--- config.mk ---
export PLATFORM = sky130hd
export DESIGN_NAME = acc_sequencer_flat
export DESIGN_NICKNAME = d
export VERILOG_FILES = /design/src/rtl/acc_sequencer_if.sv /design/src/rtl/acc_sequencer.sv /design/src/flat_wrapper.sv
export SDC_FILE = /design/constraint.sdc
export NUM_CORES = 1
export LEC_CHECK = 0
export ABC_CLOCK_PERIOD_IN_PS = 2800
export CAP_MARGIN = 15
export CELL_PAD_IN_SITES_DETAIL_PLACEMENT = 1
export CELL_PAD_IN_SITES_GLOBAL_PLACEMENT = 1
export CORE_UTILIZATION = 40
export DETAILED_ROUTE_END_ITERATION = 8
export GPL_TIMING_DRIVEN = 0
export PLACE_DENSITY_LB_ADDON = 0.1
export SLEW_MARGIN = 20
export SYNTH_ARGS = -nofsm -noshare
export SYNTH_HDL_FRONTEND = slang
export SYNTH_SLANG_ARGS = --single-unit
--- constraint.sdc ---
create_clock -name clk -period 2.8 [get_ports clk]
set_input_delay 0.56 -clock clk [delete_from_list [all_inputs] [get_ports clk]]
set_output_delay 0.56 -clock clk [all_outputs]
set_load 0.01 [all_outputs]
--- src/rtl/acc_sequencer_if.sv ---
// Byte-stream handshake and datapath control bundle between the sequencer and the
// adder/accumulator datapath.
interface acc_sequencer_if #(
  parameter int unsigned DATA_W = 8,
  parameter int unsigned CNT_W  = 8
);
  logic [DATA_W-1:0] instr;
  logic              instr_valid;
  logic              instr_ready;
  logic [DATA_W-1:0] bus_out;
  logic              bus_oe;
  logic              Ea;
  logic              Eu;
  logic              sub;
  logic              nLa;
  logic              nLb;
  logic              out_we;
  logic              CF;
  logic              ZF;
  logic              cf_q;
  logic              zf_q;
  logic              halted;
  logic              illegal;
  logic [CNT_W-1:0]  retired;

  modport master (
    input  instr, instr_valid, CF, ZF,
    output instr_ready, bus_out, bus_oe, Ea, Eu, sub, nLa, nLb, out_we,
    output cf_q, zf_q, halted, illegal, retired
  );

  modport slave (
    output instr, instr_valid, CF, ZF,
    input  instr_ready, bus_out, bus_oe, Ea, Eu, sub, nLa, nLb, out_we,
    input  cf_q, zf_q, halted, illegal, retired
  );
endinterface

--- src/rtl/acc_sequencer.sv ---
// Opcode/immediate sequencer for the adder/accumulator datapath. All controls are
// registered Moore outputs decoded from the next state and latched opcode.
module acc_sequencer #(
  parameter int unsigned DATA_W = 8,
  parameter int unsigned CNT_W  = 8
) (
  input logic            clk,
  input logic            rst_n,
  acc_sequencer_if.master io
);

  typedef enum logic [2:0] {StFetch, StOper, StExec1, StExec2, StHalt} state_e;

  localparam logic [3:0] OpNop = 4'h0;
  localparam logic [3:0] OpLda = 4'h1;
  localparam logic [3:0] OpAdd = 4'h2;
  localparam logic [3:0] OpSub = 4'h3;
  localparam logic [3:0] OpOut = 4'h4;
  localparam logic [3:0] OpClr = 4'h5;
  localparam logic [3:0] OpHlt = 4'hF;

  state_e            state_q, state_d;
  logic [3:0]        op_q, op_d;
  logic [DATA_W-1:0] operand_q, operand_d;
  logic              cf_q, cf_d, zf_q, zf_d;
  logic              halted_q, halted_d, illegal_q, illegal_d;
  logic [CNT_W-1:0]  retired_q, retired_d;

  logic              ready_q, ready_d;
  logic              bus_oe_q, bus_oe_d;
  logic [DATA_W-1:0] bus_out_q, bus_out_d;
  logic              ea_q, ea_d, eu_q, eu_d, sub_q, sub_d;
  logic              nla_q, nla_d, nlb_q, nlb_d, out_we_q, out_we_d;

  logic              xfer;
  logic [3:0]        opcode;

  assign xfer   = io.instr_valid && ready_q;
  assign opcode = io.instr[DATA_W-1 -: 4];

  always_comb begin
    state_d   = state_q;
    op_d      = op_q;
    operand_d = operand_q;
    cf_d      = cf_q;
    zf_d      = zf_q;
    halted_d  = halted_q;
    illegal_d = illegal_q;
    retired_d = retired_q;

    case (state_q)
      StFetch: begin
        if (xfer) begin
          case (opcode)
            OpLda, OpAdd, OpSub: begin
              op_d    = opcode;
              state_d = StOper;
            end
            OpOut, OpClr: begin
              op_d      = opcode;
              operand_d = '0;
              state_d   = StExec1;
            end
            OpHlt: begin
              halted_d  = 1'b1;
              retired_d = retired_q + CNT_W'(1);
              state_d   = StHalt;
            end
            OpNop: retired_d = retired_q + CNT_W'(1);
            default: begin
              illegal_d = 1'b1;
              retired_d = retired_q + CNT_W'(1);
            end
          endcase
        end
      end
      StOper: begin
        if (xfer) begin
          operand_d = io.instr;
          state_d   = StExec1;
        end
      end
      StExec1: begin
        if (op_q == OpAdd || op_q == OpSub) begin
          state_d = StExec2;
        end else begin
          retired_d = retired_q + CNT_W'(1);
          state_d   = StFetch;
        end
      end
      StExec2: begin
        // ALU result is on the bus now, so its flags describe this operation
        cf_d      = io.CF;
        zf_d      = io.ZF;
        retired_d = retired_q + CNT_W'(1);
        state_d   = StFetch;
      end
      StHalt:  state_d = StHalt;
      default: state_d = StFetch;
    endcase
  end

  always_comb begin
    ready_d   = (state_d == StFetch) || (state_d == StOper);
    bus_oe_d  = 1'b0;
    bus_out_d = '0;
    ea_d      = 1'b0;
    eu_d      = 1'b0;
    sub_d     = 1'b0;
    nla_d     = 1'b1;
    nlb_d     = 1'b1;
    out_we_d  = 1'b0;

    if (state_d == StExec1) begin
      case (op_d)
        OpLda: begin
          bus_oe_d  = 1'b1;
          bus_out_d = operand_d;
          nla_d     = 1'b0;
        end
        OpAdd, OpSub: begin
          bus_oe_d  = 1'b1;
          bus_out_d = operand_d;
          nlb_d     = 1'b0;
        end
        OpOut: begin
          ea_d     = 1'b1;
          out_we_d = 1'b1;
        end
        OpClr: begin
          bus_oe_d = 1'b1;
          nla_d    = 1'b0;
        end
        default: ;
      endcase
    end else if (state_d == StExec2) begin
      eu_d  = 1'b1;
      sub_d = (op_d == OpSub);
      nla_d = 1'b0;
    end
  end

  always_ff @(posedge clk or negedge rst_n) begin
    if (!rst_n) begin
      state_q   <= StFetch;
      op_q      <= OpNop;
      operand_q <= '0;
      cf_q      <= 1'b0;
      zf_q      <= 1'b0;
      halted_q  <= 1'b0;
      illegal_q <= 1'b0;
      retired_q <= '0;
      ready_q   <= 1'b1;
      bus_oe_q  <= 1'b0;
      bus_out_q <= '0;
      ea_q      <= 1'b0;
      eu_q      <= 1'b0;
      sub_q     <= 1'b0;
      nla_q     <= 1'b1;
      nlb_q     <= 1'b1;
      out_we_q  <= 1'b0;
    end else begin
      state_q   <= state_d;
      op_q      <= op_d;
      operand_q <= operand_d;
      cf_q      <= cf_d;
      zf_q      <= zf_d;
      halted_q  <= halted_d;
      illegal_q <= illegal_d;
      retired_q <= retired_d;
      ready_q   <= ready_d;
      bus_oe_q  <= bus_oe_d;
      bus_out_q <= bus_out_d;
      ea_q      <= ea_d;
      eu_q      <= eu_d;
      sub_q     <= sub_d;
      nla_q     <= nla_d;
      nlb_q     <= nlb_d;
      out_we_q  <= out_we_d;
    end
  end

  assign io.instr_ready = ready_q;
  assign io.bus_oe      = bus_oe_q;
  assign io.bus_out     = bus_out_q;
  assign io.Ea          = ea_q;
  assign io.Eu          = eu_q;
  assign io.sub         = sub_q;
  assign io.nLa         = nla_q;
  assign io.nLb         = nlb_q;
  assign io.out_we      = out_we_q;
  assign io.cf_q        = cf_q;
  assign io.zf_q        = zf_q;
  assign io.halted      = halted_q;
  assign io.illegal     = illegal_q;
  assign io.retired     = retired_q;

endmodule

--- src/flat_wrapper.sv ---
// flat-port wrapper written by rule: the top's interface ports become plain ports
module acc_sequencer_flat 
#(
  parameter int unsigned DATA_W = 8,
  parameter int unsigned CNT_W  = 8
)
  (clk, rst_n, io_instr, io_instr_valid, io_CF, io_ZF, io_instr_ready, io_bus_out, io_bus_oe, io_Ea, io_Eu, io_sub, io_nLa, io_nLb, io_out_we, io_cf_q, io_zf_q, io_halted, io_illegal, io_retired);
  acc_sequencer_if #(.DATA_W(DATA_W), .CNT_W(CNT_W)) io_i ();
  input logic clk;
  input logic rst_n;
  input wire logic [$bits(io_i.instr)-1:0] io_instr;
  input wire logic [$bits(io_i.instr_valid)-1:0] io_instr_valid;
  input wire logic [$bits(io_i.CF)-1:0] io_CF;
  input wire logic [$bits(io_i.ZF)-1:0] io_ZF;
  output wire logic [$bits(io_i.instr_ready)-1:0] io_instr_ready;
  output wire logic [$bits(io_i.bus_out)-1:0] io_bus_out;
  output wire logic [$bits(io_i.bus_oe)-1:0] io_bus_oe;
  output wire logic [$bits(io_i.Ea)-1:0] io_Ea;
  output wire logic [$bits(io_i.Eu)-1:0] io_Eu;
  output wire logic [$bits(io_i.sub)-1:0] io_sub;
  output wire logic [$bits(io_i.nLa)-1:0] io_nLa;
  output wire logic [$bits(io_i.nLb)-1:0] io_nLb;
  output wire logic [$bits(io_i.out_we)-1:0] io_out_we;
  output wire logic [$bits(io_i.cf_q)-1:0] io_cf_q;
  output wire logic [$bits(io_i.zf_q)-1:0] io_zf_q;
  output wire logic [$bits(io_i.halted)-1:0] io_halted;
  output wire logic [$bits(io_i.illegal)-1:0] io_illegal;
  output wire logic [$bits(io_i.retired)-1:0] io_retired;
  assign io_i.instr = io_instr;
  assign io_i.instr_valid = io_instr_valid;
  assign io_i.CF = io_CF;
  assign io_i.ZF = io_ZF;
  assign io_instr_ready = io_i.instr_ready;
  assign io_bus_out = io_i.bus_out;
  assign io_bus_oe = io_i.bus_oe;
  assign io_Ea = io_i.Ea;
  assign io_Eu = io_i.Eu;
  assign io_sub = io_i.sub;
  assign io_nLa = io_i.nLa;
  assign io_nLb = io_i.nLb;
  assign io_out_we = io_i.out_we;
  assign io_cf_q = io_i.cf_q;
  assign io_zf_q = io_i.zf_q;
  assign io_halted = io_i.halted;
  assign io_illegal = io_i.illegal;
  assign io_retired = io_i.retired;
  acc_sequencer #(.DATA_W(DATA_W), .CNT_W(CNT_W)) u_core (.clk(clk), .rst_n(rst_n), .io(io_i));
endmodule
==> impl.org, run 1 <==
** Routing
- In the routed design, unresolved DRC markers number 0.
- Ratio of routed vias to standard cells :: 5.43
- Number of DRC markers after the initial detailed-route iteration :: 57
- The routed design has 4.13 mm of wire.
- The first TritonRoute pass finished after 4 iterations.
- In this run the remaining antenna-violating nets after routing total 0.
- The routed layout has 1,396 vias.
- Detailed-route wire length per cell :: 16.1 um

** Setup path
- STA classifies the critical path startpoint as an input pin.
- By startpoint and endpoint, the worst setup path is classified as in -> reg.
- Critical path peak fanout :: 6
- STA classifies the critical path endpoint as a flop.
- Req. time, crit path :: 2930 ps
- Worst EP arrival :: 2400 ps

** Clocking
- Gates resized during post-CTS repair numbered 0.
- CTS Hold Bufs :: 0
- Maximum buffer depth of the clock tree :: 2
- TritonCTS built the clock tree.
- Clock-pin slew on the worst setup and hold paths :: 80 ps
- The root buffer cell chosen for the clock tree is sky130_fd_sc_hd__clkbuf_8.
- # clock sinks :: 42
- Clock latency on the worst-skew pair, taken at its later pin, is 300 ps.
- Buffers inserted by post-CTS timing repair :: 0
- Number of buffers created by CTS :: 5
- CTS H-tree lvls :: 2

** Synth
- Main combinational cell family by area after synthesis :: simple AND/OR/NAND/NOR gates
- Of all flip-flops after synthesis, the portion carrying an async set or reset was 100%.
- Summing the sequential cell areas from Yosys gives 57.6% of the chip area.
- After technology mapping, the gate count stands at 158.
- Number of flops mapped to enable cells by yosys :: 0
- In the synthesized netlist the dominant register cell turns out to be sky130_fd_sc_hd__dfrtp_1.
- Synthesis inferred 42 register bits.
- Area fraction of the dominant cell type after synthesis :: 53.3%
- Count of yosys warnings during synthesis :: 0
- Number of nets in the synthesized netlist :: 172
- Xor-xnor portion of the synthesized cell area :: 3.83%
- After synthesis, the cell types taking the most area are sky130_fd_sc_hd__dfrtp_1 (53%), sky130_fd_sc_hd__dfstp_2 (4.3%), sky130_fd_sc_hd__a22o_1 (4.3%), sky130_fd_sc_hd__nor2b_1 (3.4%), sky130_fd_sc_hd__nor2_1 (3.3%).
- Syn avg cell area :: 11.6 um2
- Yosys mapped the design onto 43 distinct sky130hd cell types.
- The cell area that synthesis handed to floorplanning was 1830 um2.
- Of all cell types, the one taking the most synthesized area is sky130_fd_sc_hd__dfrtp_1.
- Simple logic cell fraction of the synthesized area :: 18.2%
- Adder-Cell Fraction of Synth Area :: 0.684%
- Multiplexer cells account for 1.85% of the synthesized area.
- The most common cell in the synthesized netlist is sky130_fd_sc_hd__dfrtp_1.
- The synthesized netlist devotes 14.9% of its cell area to compound gates.
- By count the netlist is led by sky130_fd_sc_hd__dfrtp_1 (39), sky130_fd_sc_hd__nor2_1 (16), sky130_fd_sc_hd__nor2b_1 (10), sky130_fd_sc_hd__a22o_1 (9).

** Hold path
- The tightest min-delay check is of the in -> async type.

** Timing
- RSZ-0062 raised after global routing :: no
- FMAX :: 441 MHz
- Relative max-transition margin :: 57.1%
- The number of failing hold endpoints at the final stage came to 0.
- Worst setup slack after layout :: 533 ps
- Setup violations remaining at the end of the flow were counted as 0.
- At the pin with the least slew margin, the transition time is 639 ps.
- The final number of max-transition violations came to 0.
- Post-Route Skew :: 14.1 ps
- The clock period could shrink to 2270 ps.
- Final sum of negative setup slack :: 0 ps
- Period utilization :: 81.0%

** Floorplan
- Die H :: 69.7 um
- The die is 69.7 um wide.
- Initial standard-cell utilization of the core :: 41.8%
- Row generation in the floorplan step produced 24 rows.
- Total core area :: 4380 um2
- Number of primary I/O pins :: 41
- The die covers 4850 um2.

** Place
- The congestion estimate from routability-driven global placement came to 0.820.
- Port Buffers :: 38
- Detailed-placement wirelength estimate :: 2.96 mm
- Worst setup timing slack at the placement stage :: 236 ps

** Global route
- The number of global-route vias before repair was 1,495.
- Entering global routing, the biggest net connects 32 pins.
- Aggregate global routing overflow :: 0
- Global-route usage over all layers :: 18.6%
- Number of antenna violations at the first check in global routing :: 0
- The first global-routing pass estimated 7.18 mm of wire.

** Run
- Max-Cap Viols :: 0

** Pwr
- For this design the ratio of total power to cell area is 840 nW/um2.
- Peak ir drop on the vdd network :: 407 uV
- Summed over all cells, the static leakage comes to 1.04 nW.

** Cells and area
- ANT cells :: 0
- Proportion of layout cells with a drive suffix above 1 :: 12.7%
- Layout overhead on the synthesized area :: 29.9%
- Nets :: 218

** Outcome
- The run finished with clean final reports.
[cells in the final DEF (no fill, tap or decap), types with 4 or more instances in the layout]
| master | count |
|---|---|
| sky130_fd_sc_hd__a22o_1 | 9 |
| sky130_fd_sc_hd__nor2b_1 | 10 |
| sky130_fd_sc_hd__nand4_1 | 5 |
| sky130_fd_sc_hd__dfrtp_1 | 39 |
| sky130_fd_sc_hd__nand2_1 | 6 |
| sky130_fd_sc_hd__xnor2_1 | 6 |
| sky130_fd_sc_hd__a21o_1 | 4 |
| sky130_fd_sc_hd__o21ai_0 | 4 |
| sky130_fd_sc_hd__clkbuf_8 | 5 |
| sky130_fd_sc_hd__clkdlybuf4s50_1 | 37 |
| sky130_fd_sc_hd__nor2_1 | 16 |
| sky130_fd_sc_hd__buf_2 | 5 |
| sky130_fd_sc_hd__a21oi_1 | 5 |
[final cells by class]
type	count	area, um2
multi-input cells	105	722
well taps	52	65.1
flip-flops and latches	42	1050
plain buffers	8	42.5
inverters	3	11.3
fillers	466	2010
clock buffers	6	72.6
repair buffers	39	395
clock inverters	2	13.8
[per-layer routing]
| metal | up-vias | GRT usage (%) | wire length (um) |
|---|---|---|---|
| met5 | - | 0 | 0 |
| met4 | 0 | 4.89 | 41 |
| met3 | 5 | 5.38 | 176 |
| met2 | 34 | 30.4 | 2010 |
| met1 | 708 | 24.3 | 1900 |
| li1 | 649 | - | - |
[cell families after synthesis]
logic type	count (synthesis)
multiplexers	3
buffers and inverters	11
adder cells (fa/ha/maj)	1
flip-flops	42
XOR/XNOR	8
AND/OR/NAND/NOR	57
AO/OA/AOI/OAI	36
[worst paths after layout]
path / startpoint / end / slack [ps] / cells after the start
min reg2reg: u_core.io.retired[7] / u_core.io.retired[7] / 480 / 1
min: rst_n / u_core.io.halted / 140 / 1
min in group clk: u_core.io.retired[7] / u_core.io.retired[7] / 480 / 1
max in group asynchronous: rst_n / u_core.io.nLa / 2130 / 2
max: io_instr_valid / u_core.io.bus_oe / 530 / 6
max reg2reg: u_core.io.instr_ready / u_core.io.bus_oe / 750 / 5
[state kept, by name, summed over array words and instances, names as in the netlist]
name                   cells
u_core.io.zf_q             1
u_core.io.instr_ready      1
u_core.operand_q           8
u_core.op_q                4
u_core.io.cf_q             1
u_core.io.sub              1
u_core.state_q             3
u_core.io.halted           1
u_core.io.nLb              1
u_core.io.illegal          1
u_core.io.retired          8
u_core.io.Eu               1
u_core.io.bus_oe           1
u_core.io.nLa              1
u_core.io.bus_out          8
u_core.io.Ea               1
[metrics by stage]
step | instance area [um2] | instances | util, % | hold slack (ps) | total power, mW
final | 2380 | 257 | 54.2 | 137 | 2.00
after global routing | 2380 | 257 | 54.2 | 137 | 2.13
after CTS | 2380 | 257 | 54.2 | 137 | 2.02
after detailed placement | 2290 | 249 | 52.3 | 461 | 1.62
after global placement | 2280 | 248 | 51.9 | 452 | 1.58
after floorplan | 1830 | 158 | - | 264 | 1.31
[worst max-delay path, cell delays in order]
cell,delay [ps]
sky130_fd_sc_hd__clkdlybuf4s50_1,480
sky130_fd_sc_hd__and3b_1,270
sky130_fd_sc_hd__nand3b_1,220
sky130_fd_sc_hd__a21oi_1,300
sky130_fd_sc_hd__nor2_1,90
sky130_fd_sc_hd__a2111oi_0,480
[power breakdown]
part | leakage (nW) | internal (mW) | switching [mW]
Combinational | 0.461 | 0.376 | 0.333
Clock | 0.0452 | 0.176 | 0.210
Sequential | 0.538 | 0.770 | 0.131
Power figures use the tool's default switching activity.
==> run 2: changes to the inputs <==
- ABC_CLOCK_PERIOD_IN_PS: 2800 -> 2009
- CORE_UTILIZATION: 40 -> 35
- clock period: 2.8 -> 2.01 ns (I/O delays scaled with it)
==> impl.org, run 2 (synthesized netlist as in run 1, its figures left out) <==
** Setup path
- The critical path starts at io_instr[6].
- The worst setup path is launched from an input pin.
- Walking the worst path, the cells encountered are clkdlybuf4s50_1 > nor3_1 > a2111oi_2 > nor4_4 > buf_4 > mux2_1.
- Cell type of the slowest stage on the worst timing path :: sky130_fd_sc_hd__clkdlybuf4s50_1
- The critical path is of the in -> reg type.
- Cell family with most CP delay :: buffers and inverters
- The critical-path maximum fanout was 8 (+2).
- FF-to-FF path depth :: 6 (+1)
- In this run the critical register-to-register path is captured at u_core.io.bus_out[5].
- Count of buffering cells on the critical path with inverters included :: 2 (+1)
- In this run the worst setup path terminates at u_core.io.retired[1].
- The number of cells on the critical path is 6 (unchanged).
- Worst EP arrival :: 2180 ps (-220 ps)
- Req. time, crit path :: 2190 ps (-740 ps)
- STA classifies the critical path endpoint as a flop.
- The largest stage delay on the critical path is 510 ps (+30 ps).
- The worst register-to-register path begins at u_core.io.instr_ready.
- Slack of the worst reg-to-reg path :: 100 ps (-650 ps)

** Place
- Port Buffers :: 38 (unchanged)
- The half-perimeter wire length after detailed placement came to 3.36 mm (+14%).
- Post-place instance area :: 2310 um2 (+0.82%)
- Worst setup timing slack at the placement stage :: -470 ps (-705 ps)
- Weighted congestion at the end of routability-driven global placement :: 0.836 (+1.9%)

** Timing
- Slew at the pin closest to its max-slew limit :: 529 ps (-110 ps)
- FMAX :: 499 MHz
- Post-Route Skew :: 9.98 ps (-4.14 ps)
- The worst path uses 99.7% of the clock period.
- Relative max-transition margin :: 64.7% (+7.6 points)
- Pins Over Slew Limit :: 0 (unchanged)
- Worst setup slack after layout :: 5.26 ps (-527 ps)
- The number of failing hold endpoints at the final stage is 0 (unchanged).
- Crit path time final :: 2000 ps
- Final sum of negative setup slack :: 0 ps (unchanged)
- Finish-stage setup viols :: 0 (unchanged)
- RSZ-0062 raised after global routing :: yes

** Hold path
- Type of the worst min-delay path :: in -> async

** Global route
- GR met1 Demand/Resource :: 23.6% (-0.67 points)
- The pin count of the biggest net entering global routing is 28 (-13%).
- Global routing usage on met2 :: 31.5% (+1.1 points)
- Wire length of the first global-routing pass :: 7.47 mm (+4.1%)
- The overall overflow remaining after global route was 0 (unchanged).
- Vias in the first global route :: 1,485 (-0.67%)
- The number of antenna violations at the first check in global routing came to 0 (unchanged).
- Global-route usage over all layers :: 18.5% (-0.052 points)
- Global routing's busiest layer :: met2
- The global routing met3 resource utilization was 3.79% (-1.6 points).

** Pwr
- Switching power :: 981 uW (+46%)
- The ratio of total power to cell area is 1170 nW/um2 (+39%).
- Comb pwr share :: 37.1% (+1.6 points)
- The switching share of power came to 34.4% (+0.65 points).
- Clock network power share :: 19.1% (-0.3 points)
- The cell internal power dissipation is 1.87 mW (+41%).
- Part of the power in registers :: 43.9% (-1.2 points)
- The static leakage was 1.07 nW (+2.0%).
- Peak ir drop on the vdd network :: 604 uV (+48%)

** Routing
- The number of vias in the routed layout was 1,394 (-0.14%).
- The post-route antenna net violation count is 0 (unchanged).
- The number of violations reported at the end of detailed-routing iteration 0 was 40 (-30%).
- Remaining DRCs :: 0 (unchanged)
- The number of detailed-route iterations in the first pass was 4 (unchanged).
- The sum of routed wire length over all layers came to 4.66 mm (+13%).
- Detailed-route wire length per cell :: 17.1 um (+6.2%)
- The average via count per standard cell was 5.11 (-6.0%).

** Outcome
- Result of the run :: finished, final reports clean

** Cells and area
- In the layout the commonest cells are sky130_fd_sc_hd__dfrtp_1 (39), sky130_fd_sc_hd__clkdlybuf4s50_1 (36), sky130_fd_sc_hd__nor2_1 (15).
- The number of nets in the layout came to 219 (+0.46%).
- Layout overhead on the synthesized area :: 33.2%
- ANT cells :: 0 (unchanged)
- Final cell area excluding filler cells :: 2440 um2 (+2.6%)
- Leading cell type in the layout, fill and taps excluded :: sky130_fd_sc_hd__dfrtp_1
- Proportion of layout cells with a drive suffix above 1 :: 17.5% (+4.8 points)

** Clocking
- # clock sinks :: 42 (unchanged)
- CTS tree :: built
- The worst-skew pair later-pin latency is 290 ps (about the same).
- Clock-pin slew on the worst setup and hold paths :: 80 ps (about the same)
- The hold buffer count at CTS came to 0 (unchanged).
- Cell at the root of the clock tree :: sky130_fd_sc_hd__clkbuf_8
- Maximum buffer depth of the clock tree :: 2 (unchanged)
- CTS H-tree lvls :: 2 (unchanged)
- The clock buffer count from CTS was 5 (unchanged).

** Floorplan
- The core outline area is 4880 um2 (+11%).
- Number of primary I/O pins :: 41 (unchanged)
- The width of the die is 74.3 um (+6.7%).
- The floorplan die height came to 74.3 um (+6.7%).
- Initial standard-cell utilization of the core :: 37.5% (-4.2 points)
- Number of rows in the core area :: 25 (+4.2%)
- Die ar. :: 5520 um2 (+14%)

** Run
- Max-Cap Viols :: 0 (unchanged)
## run 2: cell count changes in the layout (fill, tap and decap cells not counted), sizes merged
cell,previous run,this run
buf,8,11
clkbuf,8,6
clkdlybuf4s50,37,36
dlymetal6s2s,0,1
## run 2: worst min-delay path by stage
stage               depth (start not counted)                end               from
floorplan                                   0       u_core.io.Ea              rst_n
global placement                            1  u_core.io.illegal  u_core.io.illegal
detailed placement                          1     u_core.op_q[1]              rst_n
CTS                                         1     u_core.op_q[3]              rst_n
global route                                1     u_core.op_q[3]              rst_n
finish                                      1     u_core.op_q[3]              rst_n
## run 2: metrics by stage
| stage | power, mW | utilization [%] | cells | hold slack, ps |
|---|---|---|---|---|
| 3_5_place_dp | 2.28 | 47.3 | 264 | 350 |
| 4_1_cts | 2.84 | 49.5 | 273 | 36.2 |
| 5_1_grt | 3.03 | 50.0 | 273 | 39.5 |
| 2_1_floorplan | 1.82 | - | 158 | 106 |
| 3_3_place_gp | 2.20 | 47.0 | 263 | 454 |
| 6_report | 2.85 | 50.0 | 273 | 22.1 |
## run 2: cell type report
class                   instances  area, um2
clock inverters                 2       13.8
well taps                      67       83.8
plain buffers                   7       42.5
clock buffers                   6       72.6
inverters                       3       11.3
repair buffers                 41        413
multi-input cells             105        747
fillers                       541       2440
flip-flops and latches         42       1050
## run 2: power groups by stage
stage / logic [mW] / registers [mW] / clock network [mW]
after floorplan: 0.545 / 1.28 / 0
after global placement: 0.952 / 1.25 / 0
after detailed placement: 1.01 / 1.27 / 0
after CTS: 1.04 / 1.25 / 0.547
after global routing: 1.16 / 1.29 / 0.586
final: 1.06 / 1.25 / 0.543
## run 2: routing by layer
layer | vias to the layer above | share of wire, %
li1 | 652 | -
met1 | 699 | 45
met2 | 36 | 50
met3 | 7 | 3.9
met4 | 0 | 1.2
met5 | - | 0
## run 2: repair_timing
item	4_1_cts	5_1_grt
gates cloned	0	0
buffers inserted	1	1
resized for setup	4	8
setup endpoints to repair	13	15
pin swaps	1	2
